### config.mk
export PLATFORM = sky130hd
export DESIGN_NAME = mem_port_arbiter_flat
export DESIGN_NICKNAME = d
export VERILOG_FILES = /design/src/rtl/mem_arb_pkg.sv /design/src/rtl/mem_port_arbiter_if.sv /design/src/rtl/lat_counter.sv /design/src/rtl/mem_port_arbiter.sv /design/src/flat_wrapper.sv
export SDC_FILE = /design/constraint.sdc
export NUM_CORES = 1
export LEC_CHECK = 0
export CORE_ASPECT_RATIO = 1.2
export CORE_UTILIZATION = 35
export CTS_BUF_LIST = sky130_fd_sc_hd__clkbuf_16
export DETAILED_ROUTE_END_ITERATION = 7
export PLACE_DENSITY = 0.67
export SLEW_MARGIN = 20
export SYNTH_ARGS = -nofsm -noshare
export SYNTH_HDL_FRONTEND = slang
export SYNTH_SLANG_ARGS = --single-unit
### constraint.sdc
create_clock -name clk -period 8.2 [get_ports clk]
set_input_delay 1.64 -clock clk [delete_from_list [all_inputs] [get_ports clk]]
set_output_delay 1.64 -clock clk [all_outputs]
set_load 0.03 [all_outputs]
### src/rtl/mem_arb_pkg.sv
// mem_arb_pkg: shared types and defaults for the unified-RAM port arbiter.
//   arb_state_t : arbiter FSM states (IDLE, ISSUE, WAIT, RESP)
//   owner_t     : which requester owns the access in flight
//   N_DEFAULT, LAT_DEFAULT, MAXSKIP_DEFAULT : default widths/latency/fairness
//   LAT_W, SKIP_W : widths of the latency and skip counters
package mem_arb_pkg;

    typedef enum logic [1:0] {
        IDLE,
        ISSUE,
        WAIT,
        RESP
    } arb_state_t;

    typedef enum logic {
        OWN_IF,
        OWN_MEM
    } owner_t;

    localparam int N_DEFAULT       = 24;
    localparam int LAT_DEFAULT     = 2;
    localparam int MAXSKIP_DEFAULT = 4;
    localparam int LAT_W           = 3;
    localparam int SKIP_W          = 4;

endpackage

### src/rtl/mem_port_arbiter_if.sv
// mem_port_arbiter_if: bundle of the fetch, memory-stage and RAM signals.
//   slave  : arbiter view (requests and RAM read data in; RAM strobes,
//            done pulses, read words and stalls out)
//   master : requester/RAM view (the mirror of slave)
interface mem_port_arbiter_if
    import mem_arb_pkg::*;
#(
    parameter int N = N_DEFAULT
);
    logic         ifReq;
    logic [N-1:0] ifAddr;
    logic         flushIF;
    logic         memReq;
    logic         memWe;
    logic [N-1:0] memAddr;
    logic [N-1:0] memWdata;
    logic [N-1:0] ramRdata;
    logic         ramEn;
    logic         ramWe;
    logic [N-1:0] ramAddr;
    logic [N-1:0] ramWdata;
    logic         ifDone;
    logic [N-1:0] ifRdata;
    logic         memDone;
    logic [N-1:0] memRdata;
    logic         stallIF;
    logic         stallMem;

    modport slave (
        input  ifReq, ifAddr, flushIF, memReq, memWe, memAddr, memWdata, ramRdata,
        output ramEn, ramWe, ramAddr, ramWdata, ifDone, ifRdata, memDone, memRdata,
               stallIF, stallMem
    );

    modport master (
        output ifReq, ifAddr, flushIF, memReq, memWe, memAddr, memWdata, ramRdata,
        input  ramEn, ramWe, ramAddr, ramWdata, ifDone, ifRdata, memDone, memRdata,
               stallIF, stallMem
    );
endinterface

### src/rtl/lat_counter.sv
// lat_counter: loadable down-counter timing the RAM read latency.
//   clk, rst   : clock, asynchronous active-high reset
//   i_load     : load i_loadVal (has priority over decrement)
//   i_loadVal  : value to load
//   i_dec      : decrement by one, holding at zero
//   o_last     : high while the count equals 1 (final wait cycle)
module lat_counter
    import mem_arb_pkg::*;
#(
    parameter int W = LAT_W
) (
    input  logic         clk,
    input  logic         rst,
    input  logic         i_load,
    input  logic [W-1:0] i_loadVal,
    input  logic         i_dec,
    output logic         o_last
);
    logic [W-1:0] r_count;

    always_ff @(posedge clk or posedge rst) begin
        if (rst) begin
            r_count <= '0;
        end else if (i_load) begin
            r_count <= i_loadVal;
        end else if (i_dec && (r_count != '0)) begin
            r_count <= r_count - W'(1);
        end
    end

    assign o_last = (r_count == W'(1));
endmodule

### src/rtl/mem_port_arbiter.sv
// mem_port_arbiter: sequences the single-port unified RAM between the fetch
// stage (reads) and the memory stage (reads/writes). One access at a time:
// IDLE picks a winner, ISSUE strobes the RAM for one cycle, WAIT sits out the
// read latency, RESP pulses the owner's done. The memory stage has priority,
// but after MAXSKIP consecutive memory wins with fetch waiting, fetch wins.
//   clk, rst : clock, asynchronous active-high reset
//   bus      : mem_port_arbiter_if.slave (requests, RAM port, done/rdata,
//              stall levels for the pipeline buffers)
module mem_port_arbiter
    import mem_arb_pkg::*;
#(
    parameter int N       = N_DEFAULT,
    parameter int LAT     = LAT_DEFAULT,
    parameter int MAXSKIP = MAXSKIP_DEFAULT
) (
    input  logic                   clk,
    input  logic                   rst,
    mem_port_arbiter_if.slave      bus
);
    arb_state_t        r_state;
    arb_state_t        w_nextState;
    owner_t            r_owner;
    logic [N-1:0]      r_addr;
    logic [N-1:0]      r_wdata;
    logic              r_we;
    logic [SKIP_W-1:0] r_skipCnt;
    logic              r_cancel;
    logic [N-1:0]      r_ifRdata;
    logic [N-1:0]      r_memRdata;

    logic w_ifElig;
    logic w_skipFull;
    logic w_grantIf;
    logic w_grantMem;
    logic w_latLast;
    logic w_capture;
    logic w_ifCancel;

    // A fetch flushed in the same cycle it would be granted is not eligible.
    assign w_ifElig   = bus.ifReq & ~bus.flushIF;
    assign w_skipFull = (r_skipCnt == SKIP_W'(MAXSKIP));
    assign w_grantIf  = (r_state == IDLE) & w_ifElig & (~bus.memReq | w_skipFull);
    assign w_grantMem = (r_state == IDLE) & bus.memReq & ~w_grantIf;
    assign w_capture  = (r_state == WAIT) & w_latLast;
    // A flush arriving in the capture or response cycle itself also cancels.
    assign w_ifCancel = (r_owner == OWN_IF) & (r_cancel | bus.flushIF);

    lat_counter #(
        .W(LAT_W)
    ) u_latCnt (
        .clk       (clk),
        .rst       (rst),
        .i_load    ((r_state == ISSUE) & ~r_we),
        .i_loadVal (LAT_W'(LAT)),
        .i_dec     (r_state == WAIT),
        .o_last    (w_latLast)
    );

    // State register
    always_ff @(posedge clk or posedge rst) begin
        if (rst) begin
            r_state <= IDLE;
        end else begin
            r_state <= w_nextState;
        end
    end

    // Next-state logic
    always_comb begin
        w_nextState = r_state;
        case (r_state)
            IDLE:    if (w_grantIf || w_grantMem) w_nextState = ISSUE;
            ISSUE:   w_nextState = r_we ? RESP : WAIT;
            WAIT:    if (w_latLast) w_nextState = RESP;
            RESP:    w_nextState = IDLE;
            default: w_nextState = IDLE;
        endcase
    end

    // Output logic
    always_comb begin
        bus.ramEn    = 1'b0;
        bus.ramWe    = 1'b0;
        bus.ramAddr  = '0;
        bus.ramWdata = '0;
        bus.ifDone   = 1'b0;
        bus.memDone  = 1'b0;
        case (r_state)
            ISSUE: begin
                bus.ramEn    = 1'b1;
                bus.ramWe    = r_we;
                bus.ramAddr  = r_addr;
                bus.ramWdata = r_wdata;
            end
            RESP: begin
                if (r_owner == OWN_IF) begin
                    bus.ifDone = ~w_ifCancel;
                end else begin
                    bus.memDone = 1'b1;
                end
            end
            default: ;
        endcase
    end

    assign bus.stallIF  = bus.ifReq & ~bus.ifDone;
    assign bus.stallMem = bus.memReq & ~bus.memDone;
    assign bus.ifRdata  = r_ifRdata;
    assign bus.memRdata = r_memRdata;

    // Access latch: captured once at grant, held for the whole access.
    always_ff @(posedge clk or posedge rst) begin
        if (rst) begin
            r_owner <= OWN_IF;
            r_addr  <= '0;
            r_we    <= 1'b0;
            r_wdata <= '0;
        end else if (w_grantIf) begin
            r_owner <= OWN_IF;
            r_addr  <= bus.ifAddr;
            r_we    <= 1'b0;
            r_wdata <= '0;
        end else if (w_grantMem) begin
            r_owner <= OWN_MEM;
            r_addr  <= bus.memAddr;
            r_we    <= bus.memWe;
            r_wdata <= bus.memWdata;
        end
    end

    // Fetch-cancel flag: cleared on each grant, set by a flush while a fetch
    // access is in flight. The RAM access itself always runs to completion.
    always_ff @(posedge clk or posedge rst) begin
        if (rst) begin
            r_cancel <= 1'b0;
        end else if (w_grantIf || w_grantMem) begin
            r_cancel <= 1'b0;
        end else if ((r_state != IDLE) && (r_owner == OWN_IF) && bus.flushIF) begin
            r_cancel <= 1'b1;
        end
    end

    // Skip counter: consecutive memory-stage wins while fetch was requesting.
    always_ff @(posedge clk or posedge rst) begin
        if (rst) begin
            r_skipCnt <= '0;
        end else if (w_grantIf) begin
            r_skipCnt <= '0;
        end else if (w_grantMem && bus.ifReq && !w_skipFull) begin
            r_skipCnt <= r_skipCnt + SKIP_W'(1);
        end
    end

    // Read-data registers hold their value between accesses.
    always_ff @(posedge clk or posedge rst) begin
        if (rst) begin
            r_ifRdata  <= '0;
            r_memRdata <= '0;
        end else if (w_capture) begin
            if (r_owner == OWN_MEM) begin
                r_memRdata <= bus.ramRdata;
            end else if (!w_ifCancel) begin
                r_ifRdata <= bus.ramRdata;
            end
        end
    end
endmodule

### src/flat_wrapper.sv
// flat-port wrapper written by rule: the top's interface ports become plain ports
module mem_port_arbiter_flat import mem_arb_pkg::*;
#(
    parameter int N       = N_DEFAULT,
    parameter int LAT     = LAT_DEFAULT,
    parameter int MAXSKIP = MAXSKIP_DEFAULT
)
  (clk, rst, bus_ifReq, bus_ifAddr, bus_flushIF, bus_memReq, bus_memWe, bus_memAddr, bus_memWdata, bus_ramRdata, bus_ramEn, bus_ramWe, bus_ramAddr, bus_ramWdata, bus_ifDone, bus_ifRdata, bus_memDone, bus_memRdata, bus_stallIF, bus_stallMem);
  mem_port_arbiter_if #(.N(N)) bus_i ();
  input  logic clk;
  input  logic rst;
  input wire logic [$bits(bus_i.ifReq)-1:0] bus_ifReq;
  input wire logic [$bits(bus_i.ifAddr)-1:0] bus_ifAddr;
  input wire logic [$bits(bus_i.flushIF)-1:0] bus_flushIF;
  input wire logic [$bits(bus_i.memReq)-1:0] bus_memReq;
  input wire logic [$bits(bus_i.memWe)-1:0] bus_memWe;
  input wire logic [$bits(bus_i.memAddr)-1:0] bus_memAddr;
  input wire logic [$bits(bus_i.memWdata)-1:0] bus_memWdata;
  input wire logic [$bits(bus_i.ramRdata)-1:0] bus_ramRdata;
  output wire logic [$bits(bus_i.ramEn)-1:0] bus_ramEn;
  output wire logic [$bits(bus_i.ramWe)-1:0] bus_ramWe;
  output wire logic [$bits(bus_i.ramAddr)-1:0] bus_ramAddr;
  output wire logic [$bits(bus_i.ramWdata)-1:0] bus_ramWdata;
  output wire logic [$bits(bus_i.ifDone)-1:0] bus_ifDone;
  output wire logic [$bits(bus_i.ifRdata)-1:0] bus_ifRdata;
  output wire logic [$bits(bus_i.memDone)-1:0] bus_memDone;
  output wire logic [$bits(bus_i.memRdata)-1:0] bus_memRdata;
  output wire logic [$bits(bus_i.stallIF)-1:0] bus_stallIF;
  output wire logic [$bits(bus_i.stallMem)-1:0] bus_stallMem;
  assign bus_i.ifReq = bus_ifReq;
  assign bus_i.ifAddr = bus_ifAddr;
  assign bus_i.flushIF = bus_flushIF;
  assign bus_i.memReq = bus_memReq;
  assign bus_i.memWe = bus_memWe;
  assign bus_i.memAddr = bus_memAddr;
  assign bus_i.memWdata = bus_memWdata;
  assign bus_i.ramRdata = bus_ramRdata;
  assign bus_ramEn = bus_i.ramEn;
  assign bus_ramWe = bus_i.ramWe;
  assign bus_ramAddr = bus_i.ramAddr;
  assign bus_ramWdata = bus_i.ramWdata;
  assign bus_ifDone = bus_i.ifDone;
  assign bus_ifRdata = bus_i.ifRdata;
  assign bus_memDone = bus_i.memDone;
  assign bus_memRdata = bus_i.memRdata;
  assign bus_stallIF = bus_i.stallIF;
  assign bus_stallMem = bus_i.stallMem;
  mem_port_arbiter #(.N(N), .LAT(LAT), .MAXSKIP(MAXSKIP)) u_core (.clk(clk), .rst(rst), .bus(bus_i));
endmodule
# Yosys cells after proc, flatten, opt, wreduce, memory -nomap -nowiden
# Index checks and enable logic that the tools add are counted.
[word_totals] ff_bits=108 inputBits=102 word_cells=82
[classes] add_sub_neg=2 eq_ne=7 muxes=26 bitwise_logic=20 reduce_logical=17
[ops] operator="2-to-1 mux 24 bit" n=6
[ops] operator="2-to-1 mux 1 bit" n=13
[ops] operator="bitwise AND 1 bit" n=10
[ops] operator="nonzero test 2 bit" n=5
[ops] operator="2-to-1 mux 4 bit" n=2
[ops] operator="NOT 1 bit" n=8
[ops] operator="case mux 2 bit (4 select lines)" n=1
[ops] operator="2-to-1 mux 3 bit" n=2
[ops] operator="logical AND 1 bit" n=5
[ops] operator="adder 4 x 1 -> 4 bit (second input constant)" n=1
[ops] operator="== test 2 bit (second input constant)" n=2
[ops] operator="== test 4 x 3 -> 1 bit (second input constant)" n=1
[ops] operator="2-to-1 mux 2 bit" n=2
[ops] operator="AND reduction 2 bit" n=2
[ops] operator="== test 3 x 1 -> 1 bit (second input constant)" n=1
[ops] operator="AND reduction 3 bit" n=1
[ops] operator="nonzero test 3 bit" n=1
[ops] operator="subtractor 3 x 1 -> 3 bit (second input constant)" n=1
[ops] operator="== test 2 x 1 -> 1 bit (second input constant)" n=1
[ops] operator="zero test 2 bit" n=1
[ops] operator="!= test 2 x 1 -> 1 bit (second input constant)" n=1
[ops] operator="!= test 2 bit (second input constant)" n=1
[ops] operator="OR 1 bit" n=2
[ops] operator="zero test 1 bit" n=1
[ops] operator="logical OR 1 bit" n=1

# Depth between registers and ports, before layout
# Gate-level depths: netlist of run 1.
[logic_depth] word_depth=10 mapped_depth=9 ltp_nobuf=7

# By module
# A second synthesis of run 1 with hierarchy kept.
[unflattened] cells_unflattened=468 hier_area_um2=5631.7
[modules_own_cells] module="mem_port_arbiter" instances=1 cells_per_inst=443 area_each_um2=5406.4
[modules_own_cells] module="lat_counter" instances=1 cells_per_inst=25 area_each_um2=225.2

# Worst setup path after synthesis of run 1
# Ideal clock, no wire load.
[synth_timing] kind="input port to output port" startpoint="input port bus_flushIF" endpoint="output port bus_stallIF" arrival_time_ps=2426 required_ps=6560 slack_ps=4134 path_stages=3 path_buffers=0 cell_sequence="nor3_2 -> and2_1 -> nor2b_1"
[synth_between] elab_chain_cells=7
[synth_lines] item="start: declaration" line="flat_wrapper.sv:14" source="input wire logic [$bits(bus_i.flushIF)-1:0] bus_flushIF;"
[synth_lines] item="OR 1 bit" line="mem_port_arbiter.sv:46" source="assign w_ifCancel = (r_owner == OWN_IF) & (r_cancel | bus.flushIF);"
[synth_lines] item="bitwise AND 1 bit" line="mem_port_arbiter.sv:46"
[synth_lines] item="NOT 1 bit" line="mem_port_arbiter.sv:97" source="bus.ifDone = ~w_ifCancel;"
[synth_lines] item="2-to-1 mux 1 bit" line="mem_port_arbiter.sv:96" source="if (r_owner == OWN_IF) begin"
[synth_lines] item="2-to-1 mux 1 bit" line="mem_port_arbiter.sv:88" source="case (r_state)"
[synth_lines] item="net bus_ifDone" line="flat_wrapper.sv:24" source="output wire logic [$bits(bus_i.ifDone)-1:0] bus_ifDone;"
[synth_lines] item="NOT 1 bit" line="mem_port_arbiter.sv:106" source="assign bus.stallIF = bus.ifReq & ~bus.ifDone;"
[synth_lines] item="bitwise AND 1 bit" line="mem_port_arbiter.sv:106"
[synth_lines] item="end: declaration" line="flat_wrapper.sv:28" source="output wire logic [$bits(bus_i.stallIF)-1:0] bus_stallIF;"
# The timed path passes the listed nets, and every way through them passes these cells.

# Worst setup path in the final report of run 1
[layout_timing] startpoint="input port bus_flushIF" endpoint="output port bus_stallIF"
[layout_between] elab_chain_cells=7
[layout_lines] item="OR 1 bit" line="mem_port_arbiter.sv:46"
[layout_lines] item="bitwise AND 1 bit" line="mem_port_arbiter.sv:46"
[layout_lines] item="NOT 1 bit" line="mem_port_arbiter.sv:97"
[layout_lines] item="2-to-1 mux 1 bit" line="mem_port_arbiter.sv:96"
[layout_lines] item="2-to-1 mux 1 bit" line="mem_port_arbiter.sv:88"
[layout_lines] item="NOT 1 bit" line="mem_port_arbiter.sv:106"
[layout_lines] item="bitwise AND 1 bit" line="mem_port_arbiter.sv:106"
# No other way between the ends.

==> metrics.md, run 1 <==
| Metric | Value |
|---|---|
| Placed insts | approximately 800 |
| Top cell type's share of synthesized area | 0.5428 |
| Gr ovfl total | 0 |
| RePlAce Congestion | about 0.76 |
| Post-synth cell types | 32 |
| Warnings from Yosys | 0 |
| Leakage Power | 3.135 nW |
| Clock root cell | clkbuf_16 |
| DRC viols | 0 |
| Crit path launch type | input pin |
| WS Path Type | input pin to output port |
| Gate Count Post-Synth | 451 |
| Final min period | 4.867 ns |
| Worst-Skew Late Latency | 0.35 ns |
| Wirelength per Cell | 15.50 microns |
| H-tree depth | 3 |
| FP Rows | 47 |
| Setup TNS | 0 ns |
| Sequential cell area fraction in the yosys report | 0.5428 |
| CTS buffer count | 9 |
| Hpwl dp | 9.067 mm |
| Syn Area/Cell | ~11 sq um |
| Clock slew at reported path FFs | 0.08 ns |
| Skew final | 0.006992 ns |
| Placed instance area | 0.007098 sq mm |
| Die ar. | 0.01471 sq mm |
| Fin. max-slew vios | 0 |
| Number of diodes | 0 |
| Max Fclk | 205.5 MHz |
| Detail Route Antenna Nets | 0 |
| Max_slew headroom | 0.3621 |
| Slew @ Worst Pin | 0.9545 ns |
| Worst Hold Class | flop to flop |
| Initial DRC Count | 159 |
| Area Growth Syn to Fin | 48.63% |
| Nets | 754 |
| Critical path fanouts, max | 5 |
| Number of synthesized register bits | 108 |
| List of most frequent post-synthesis cells | 108 x dfrtp_1, 80 x nand2_1, 52 x and2_1 |
| Die width | between 100 and 150 microns |
| Pwr dens | 342.7 mW/mm^2 |
| Final Hold Viols | 0 |
| Post-CTS Setup Bufs | 0 |
| Deepest clock path buffer count | 2 |
| Ys async rst share | 1.000 |
| Worst Path Arrival | 3.23 ns |
| Final Non-Filler Cells | 818 |
| Tcrit/Tclk final | 0.5935 |
| Status | completed |
| Num ports | 204 |
| Via count | approximately 3900 |
| First-pass GRT wire length | ~20 mm |
| Initial Util | 0.3603 |
| Area of the multi-input gates | 0.002087 sq mm |
| Final setup violation count | 0 |
| Fillers | 1205 |
| Crit end category | output port |
| Area leader, netlist | dfrtp_1 |
| Unrepaired setup endpoints after global routing | false |
| Hold buffers post-CTS | 0 |
| Vias per cell | 4.764 |
| Seq. cell area | 0.002703 sq mm |
| GRT Overall Usage | 0.1758 |
| Largest net degree at the start of global routing | 75 |
| Core box area | 0.01382 sq mm |
| Clock sink total | approximately 110 |
| Post-Syn Nets | around 560 |
| Die H | ~130 microns |
| Worst EP required | between 6 and 7 ns |
| Initial antenna violation count | 0 |
| Synth Flop Type | dfrtp_1 |
| Count of cells resized by post-cts repair | 0 |
| Count leader, synth | dfrtp_1 |
| Number of global-route vias before repair | roughly 4000 |
| Final instance area | roughly 0.0074 sq mm |
| CTS tree | done |
| Synthesized area | 0.004979 sq mm |
| Number of synthesized flops with an enable pin | 0 |
| Layout cells sized above 1 | 0.1221 |
| Buffers on Ports | 203 |
| Drt first pass iters | 4 |
| Maximum vdd ir drop | approximately 210 uV |
| Max-cap viol count | 0 |
| Drt total wl | 12.68 mm |
| Synth area leaders | dfrtp_1 54%, mux2_2 11%, and2_1 6.5% |
## area by class of cell
cell class | instances | share of cell area
repair buffers | 207 | 0.2787
inverters | 8 | 0.004396
flip-flops and latches | 108 | 0.3652
multi-input cells | 308 | 0.2820
clock buffers | 9 | 0.03044
well taps | 171 | 0.02891
clock inverters | 7 | 0.01031
## registers in the layout, indices dropped and copies added (netlist names)
name and count:
u_core.bus.ifRdata 24, u_core.bus.memRdata 24, u_core.r_addr 24, u_core.r_cancel 1, u_core.r_owner 1, u_core.r_skipCnt 4
u_core.r_state 2, u_core.r_wdata 24, u_core.r_we 1, u_core.u_latCnt.r_count 3
## worst paths after layout
path / startpoint / endpoint / slack [ns] / depth (start not counted)
worst min-delay path: u_core.bus.memRdata[18] / u_core.bus.memRdata[18] / 0.51 / 1
worst max-delay path: bus_flushIF / bus_stallIF / 3.33 / 5
min in group asynchronous: rst / u_core.r_addr[10] / 1.72 / 2
worst min register to register: u_core.bus.memRdata[18] / u_core.bus.memRdata[18] / 0.51 / 1
max in group asynchronous: rst / u_core.r_cancel / 5.30 / 3
worst max register to register: u_core.r_state[0] / u_core.r_addr[13] / 6.00 / 6
## cell usage in the layout, fill, tap and decap left out, types with 2 or more instances in the layout
master	n
nand2_1	80
nand3b_1	2
inv_1	7
dfrtp_1	108
nor2_1	6
and2_1	51
a21oi_1	26
mux2i_1	24
nor2b_1	6
buf_4	4
clkdlybuf4s50_1	203
clkbuf_16	9
o21ai_0	29
mux2_4	2
nand2b_1	4
ha_1	10
nand2_2	2
inv_6	2
mux2_2	49
inv_8	3
nand3_1	3
o31ai_1	2
## per-stage QoR
stage	worst slack [ns]	util	hold slack (ns)	power, mW
floorplan	3.714	-	0.4680	1.635
global placement	3.366	0.5136	0.4866	2.089
detailed placement	3.330	0.5136	0.4911	2.124
CTS	3.325	0.5354	0.5090	2.567
global route	3.224	0.5354	0.5177	2.691
finish	3.333	0.5354	0.5075	2.536
## logic make-up after synthesis
logic type,Yosys count,synth area share
buf+inv,35,0.04046
xor+xnor,1,0.001760
flops,108,0.5428
fa+ha+maj,10,0.02513
simple gates,160,0.1586
mux,75,0.1651
compound gates,62,0.06610
## power by group
part / total [mW] / internal, mW / switching (mW)
registers: 0.884 / 0.760 / 0.124
clock network: 0.432 / 0.218 / 0.214
logic: 1.22 / 0.552 / 0.668
## metal layers
| layer | vias to the layer above | global-route usage | part of all wire |
|---|---|---|---|
| met5 | - | 0 | 0 |
| met4 | 0 | 0.08963 | 0.036 |
| met3 | 27 | 0.03344 | 0.047 |
| met2 | 120 | 0.3137 | 0.53 |
| met1 | 1875 | 0.1996 | 0.39 |
| li1 | 1875 | - | - |
## critical path, cell delays in order
cell and delay [ns]:
clkdlybuf4s50_1 0.56, nor3_2 0.08, and2_1 0.17, nor2b_1 0.10, clkdlybuf4s50_1 0.67
Power figures use the tool's default switching activity.
==> inputs of run 2 (changes only) <==
==> constraint.sdc (replaced) <==
create_clock -name clk -period 4.6 [get_ports clk]
set_input_delay 0.92 -clock clk [delete_from_list [all_inputs] [get_ports clk]]
set_output_delay 0.92 -clock clk [all_outputs]
set_load 0.03 [all_outputs]
==> metrics.md, run 2 (synthesized netlist as in run 1, its figures left out) <==
| Metric | Value |
|---|---|
| Fillers | 1249 |
| Nets | 755 |
| Area of the multi-input gates | 0.002088 sq mm |
| FP Rows | 47 |
| CTS buffer count | 9 |
| Core Util, Final | 0.5356 |
| RePlAce Congestion | 0.7717 |
| Via count | 3970 |
| Initial DRC Count | around 140 |
| Wirelength per Cell | 15.87 microns |
| First-pass GRT wire length | 20.91 mm |
| Die width | 110.9 microns |
| Clock root cell | clkbuf_16 |
| Detail Route Antenna Nets | 0 |
| Maximum vdd ir drop | 347.9 uV |
| Seq. cell area | 0.002703 sq mm |
| CTS tree | done |
| Hold buffers post-CTS | 0 |
| Worst EP required | ~3.7 ns |
| Clock sink total | 108 |
| Max Fclk | between 200 and 300 MHz |
| Number of global-route vias before repair | roughly 4100 |
| Hold_sp | u_core.bus.ifRdata[18] |
| Crit end category | output port |
| Leakage Power | 3.133 nW |
| Hold path endpoint | u_core.bus.ifRdata[18] |
| Core box area | 0.01382 sq mm |
| Initial Util | 0.3603 |
| Largest net degree at the start of global routing | 109 |
| Fin. max-slew vios | 0 |
| Number of diodes | 0 |
| Worst-Skew Late Latency | 0.34 ns |
| Status | completed |
| Post-CTS Setup Bufs | 0 |
| Worst Hold Class | flop to flop |
| WS Path Type | flop to output port |
| Final Hold Viols | 0 |
| Reg2reg end | u_core.r_addr[9] |
| Buffers on Ports | between 200 and 250 |
| Unrepaired setup endpoints after global routing | false |
| Gr ovfl total | 0 |
| Reg2reg setup slack | about 2.4 ns |
| Pwr dens | 608.7 mW/mm^2 |
| Area Growth Syn to Fin | 48.68% |
| Critical path fanouts, max | 36 |
| H-tree depth | 3 |
| Vias per cell | 4.847 |
| Num ports | 204 |
| Hpwl dp | 9.213 mm |
| Slew @ Worst Pin | 0.9336 ns |
| Max_slew headroom | 0.3761 |
| Clock slew at reported path FFs | 0.08 ns |
| Reg2Reg Depth | 6 |
| Final setup violation count | 0 |
| Die ar. | 0.01471 sq mm |
| Setup TNS | 0 ns |
| Count of cells resized by post-cts repair | 0 |
| Crit path launch type | flop |
| Max-cap viol count | 0 |
| Drt first pass iters | 4 |
| Die H | roughly 130 microns |
| Deepest clock path buffer count | 2 |
| Tcrit/Tclk final | 0.7765 |
| Worst Path Arrival | 2.65 ns |
| Commonest cells after routing, fill and taps aside | 203 x clkdlybuf4s50_1, 108 x dfrtp_1, 80 x nand2_1 |
| Skew final | 0.007972 ns |
| GRT Overall Usage | 0.1782 |
| Final min period | 3.572 ns |
| Drt total wl | 13.00 mm |
| Layout cells sized above 1 | 0.1219 |
| DRC viols | 0 |
| Commonest non-fill, non-tap cell in the layout | clkdlybuf4s50_1 |
| Initial antenna violation count | 0 |
| RR Startpoint | u_core.r_state[0] |
| Hold Crit Depth | 1 |
-- run 2: changes by cell type in the layout (fill, tap and decap cells not counted), sizes merged --
| cell | previous run | this run |
|---|---|---|
| buf | 4 | 5 |
| clkinvlp | 0 | 1 |
| inv | 13 | 12 |
-- run 2: how the worst max path moves through the flow --
stage	start	to	depth (start not counted)	slack, ns
3_3_place_gp	bus_flushIF	bus_stallIF	5	1.20
2_1_floorplan	rst	u_core.bus.ifRdata[0]	1	0.83
3_5_place_dp	bus_flushIF	bus_stallIF	5	1.16
6_report	u_core.r_state[1]	bus_ramWe	5	1.03
5_1_grt	u_core.r_state[1]	bus_ramWe	5	0.77
4_1_cts	u_core.r_state[1]	bus_ramWe	5	0.96
-- run 2: area by class of cell --
type,instances,area share
inverters,8,0.004395
clock buffers,9,0.03043
repair buffers,208,0.2813
multi-input cells,308,0.2821
well taps,171,0.02890
flip-flops and latches,108,0.3651
clock inverters,7,0.007776
-- run 2: metal layers --
layer / global-route usage / wire length, microns
met3: 0.03665 / 551
met5: 0 / 0
met4: 0.08444 / 468
met2: 0.3233 / 6853
met1: 0.1985 / 5126
-- run 2: metrics by stage --
step                      hold slack [ns]  instances  setup slack [ns]  instance area (sq um)  power, mW
after floorplan                    0.4680        451            0.8344                   4979      2.914
after detailed placement           0.4926        803             1.164                   7118      3.802
final                              0.5080        819             1.028                   7402      4.506
after global placement             0.4868        803             1.196                   7118      3.735
after CTS                          0.5102        819            0.9617                   7401      4.562
after global routing               0.5194        819            0.7697                   7402      4.774
-- run 2: power breakdown --
part | leakage (nW) | switching [mW] | total [mW] | internal (mW)
logic | 1.65 | 1.20 | 2.19 | 0.991
registers | 1.35 | 0.219 | 1.57 | 1.36
clock network | 0.136 | 0.367 | 0.744 | 0.377
total | 3.13 | 1.78 | 4.51 | 2.72
-- run 2: worst max-delay path: stages, from the launching register on --
cell and delay (ns):
dfrtp_1 0.42, inv_1 0.12, ha_1 0.45, buf_4 0.40, and2_1 0.20, clkdlybuf4s50_1 0.72
==> inputs of run 3 (changes only) <==
--- a/config.mk
+++ b/config.mk
@@ -9,7 +9,7 @@
 export CORE_UTILIZATION = 35
 export CTS_BUF_LIST = sky130_fd_sc_hd__clkbuf_16
 export DETAILED_ROUTE_END_ITERATION = 7
-export PLACE_DENSITY = 0.67
+export PLACE_DENSITY = 0.7
 export SLEW_MARGIN = 20
 export SYNTH_ARGS = -nofsm -noshare
 export SYNTH_HDL_FRONTEND = slang
==> constraint.sdc (replaced) <==
create_clock -name clk -period 3.15 [get_ports clk]
set_input_delay 0.63 -clock clk [delete_from_list [all_inputs] [get_ports clk]]
set_output_delay 0.63 -clock clk [all_outputs]
set_load 0.03 [all_outputs]
==> metrics.md, run 3 (synthesized netlist as in run 1, its figures left out) <==
| Metric | Value |
|---|---|
| Status | completed |
| Slew @ Worst Pin | a little over 0.8 ns |
| Sw Ratio | 0.3782 |
| Buffers on Ports | a little over 200 |
| Die H | 132.7 microns |
| Pwr dens | 904.6 mW/mm^2 |
| Core Util, Final | 0.5448 |
| Worst EP required | 2.52 ns |
| Maximum vdd ir drop | 523.4 uV |
| Max_slew headroom | 0.4481 |
| Commonest non-fill, non-tap cell in the layout | clkdlybuf4s50_1 |
| Layout cells sized above 1 | 0.1277 |
| Internal power | roughly 4.2 mW |
| Net Switching | ~2.6 mW |
| Crit end category | output port |
| Sequential share of power | 0.339 |
| Final worst-path setup slack | approximately 0.15 ns |
| Initial antenna violation count | 1 |
| Placed insts | 806 |
| RePlAce Congestion | 0.7800 |
| Post-CTS Setup Bufs | 0 |
| Crit path launch type | flop |
| Final Hold Viols | 0 |
| Die width | ~110 microns |
| Die ar. | around 0.015 sq mm |
| FP Rows | 47 |
| Hold buffers post-CTS | 0 |
| Final setup violation count | 0 |
| Critical path fanouts, max | 41 |
| CTS buffer count | 9 |
| Via count | 3912 |
| Pre-CTS setup slack | 0.3012 ns |
| Clock Power Share | 0.187 |
| Wirelength per Cell | 15.70 microns |
| Final Non-Filler Cells | 822 |
| Deepest clock path buffer count | 2 |
| Hpwl dp | between 9 and 10 mm |
| Core box area | about 0.014 sq mm |
| Drt total wl | 12.91 mm |
| Skew final | around 0.0079 ns |
| Fin. max-slew vios | 0 |
| H-tree depth | 3 |
| Count of cells resized by post-cts repair | 0 |
| DRC viols | 0 |
| Worst Hold Class | flop to flop |
| Detail Route Antenna Nets | 0 |
| Nets | 758 |
| GRT Overall Usage | 0.1826 |
| Initial Util | 0.3603 |
| Clock sink total | roughly 110 |
| First-pass GRT wire length | 21.43 mm |
| Clock root cell | clkbuf_16 |
| Leakage Power | 3.181 nW |
| Initial DRC Count | 135 |
| Commonest cells after routing, fill and taps aside | 202 x clkdlybuf4s50_1, 108 x dfrtp_1, 80 x nand2_1 |
| WS Path Type | flop to output port |
| Number of global-route vias before repair | ~4300 |
| Largest net degree at the start of global routing | 75 |
| Worst Path Arrival | around 2.4 ns |
| Final instance area | ~0.0075 sq mm |
| Worst hold margin | between 0.5 and 0.6 ns |
| Area Growth Syn to Fin | 51.22% |
| Vias per cell | 4.759 |
| Combinational fraction of design power | 0.475 |
| Gr ovfl total | 0 |
| Unrepaired setup endpoints after global routing | false |
| CTS tree | done |
| Max-cap viol count | 0 |
| Final min period | 3.000 ns |
| Worst-Skew Late Latency | 0.34 ns |
| Max Fclk | approximately 330 MHz |
| Placed instance area | between 0.007 and 0.008 sq mm |
| Pwr Total | 6.811 mW |
| Clock slew at reported path FFs | 0.07 ns |
| Num ports | 204 |
| Setup TNS | 0 ns |
| Tcrit/Tclk final | 0.9524 |
| Drt first pass iters | 4 |
==> run 3: cell types whose count changed in the layout (fill, tap and decap cells not counted), sizes merged <==
cell           change
buf                +4
bufinv             +3
clkdlybuf4s50      -1
clkinv             -1
clkinvlp           +1
diode              +1
inv                -4
==> run 3: layer usage <==
layer | wire [microns] | share of wire | GRT usage
met2 | 6984 | 0.54 | 0.3413
met3 | 371 | 0.029 | 0.02061
met4 | 455 | 0.035 | 0.09704
met1 | 5097 | 0.39 | 0.2015
met5 | 0 | 0 | 0
==> run 3: final cells by class <==
cell class | instances | area (sq um)
diodes | 1 | 2.502
clock buffers | 9 | 225.2
clock inverters | 6 | 111.4
fillers | 1210 | 6291
inverters | 8 | 33.78
multi-input cells | 308 | 2087
flip-flops and latches | 108 | 2703
well taps | 171 | 214.0
repair buffers | 211 | 2152
==> run 3: power groups by stage <==
stage	Combinational (mW)	Clock [mW]	Sequential (mW)
after floorplan	1.54	0	2.71
after global placement	3.19	0	2.29
after detailed placement	3.28	0	2.32
after CTS	3.29	1.31	2.31
after global routing	3.48	1.36	2.38
final	3.23	1.27	2.31
==> run 3: critical path, stage by stage, from the launching register on <==
cell and delay (ns):
dfrtp_1 0.42, inv_1 0.12, ha_1 0.39, buf_12 0.23, and2_1 0.16, clkdlybuf4s50_1 0.68
==> run 3: path summary, 6_finish.rpt <==
path	from	to	slack (ns)	cells after the start
max reg2reg	u_core.r_state[0]	u_core.bus.memRdata[8]	1.13	5
max	u_core.r_state[1]	bus_ramAddr[10]	0.15	5
min in group asynchronous	rst	u_core.bus.memRdata[2]	0.74	2
min	u_core.bus.ifRdata[6]	u_core.bus.ifRdata[6]	0.51	1
max in group asynchronous	rst	u_core.bus.ifRdata[8]	1.67	3
min reg2reg	u_core.bus.ifRdata[6]	u_core.bus.ifRdata[6]	0.51	1
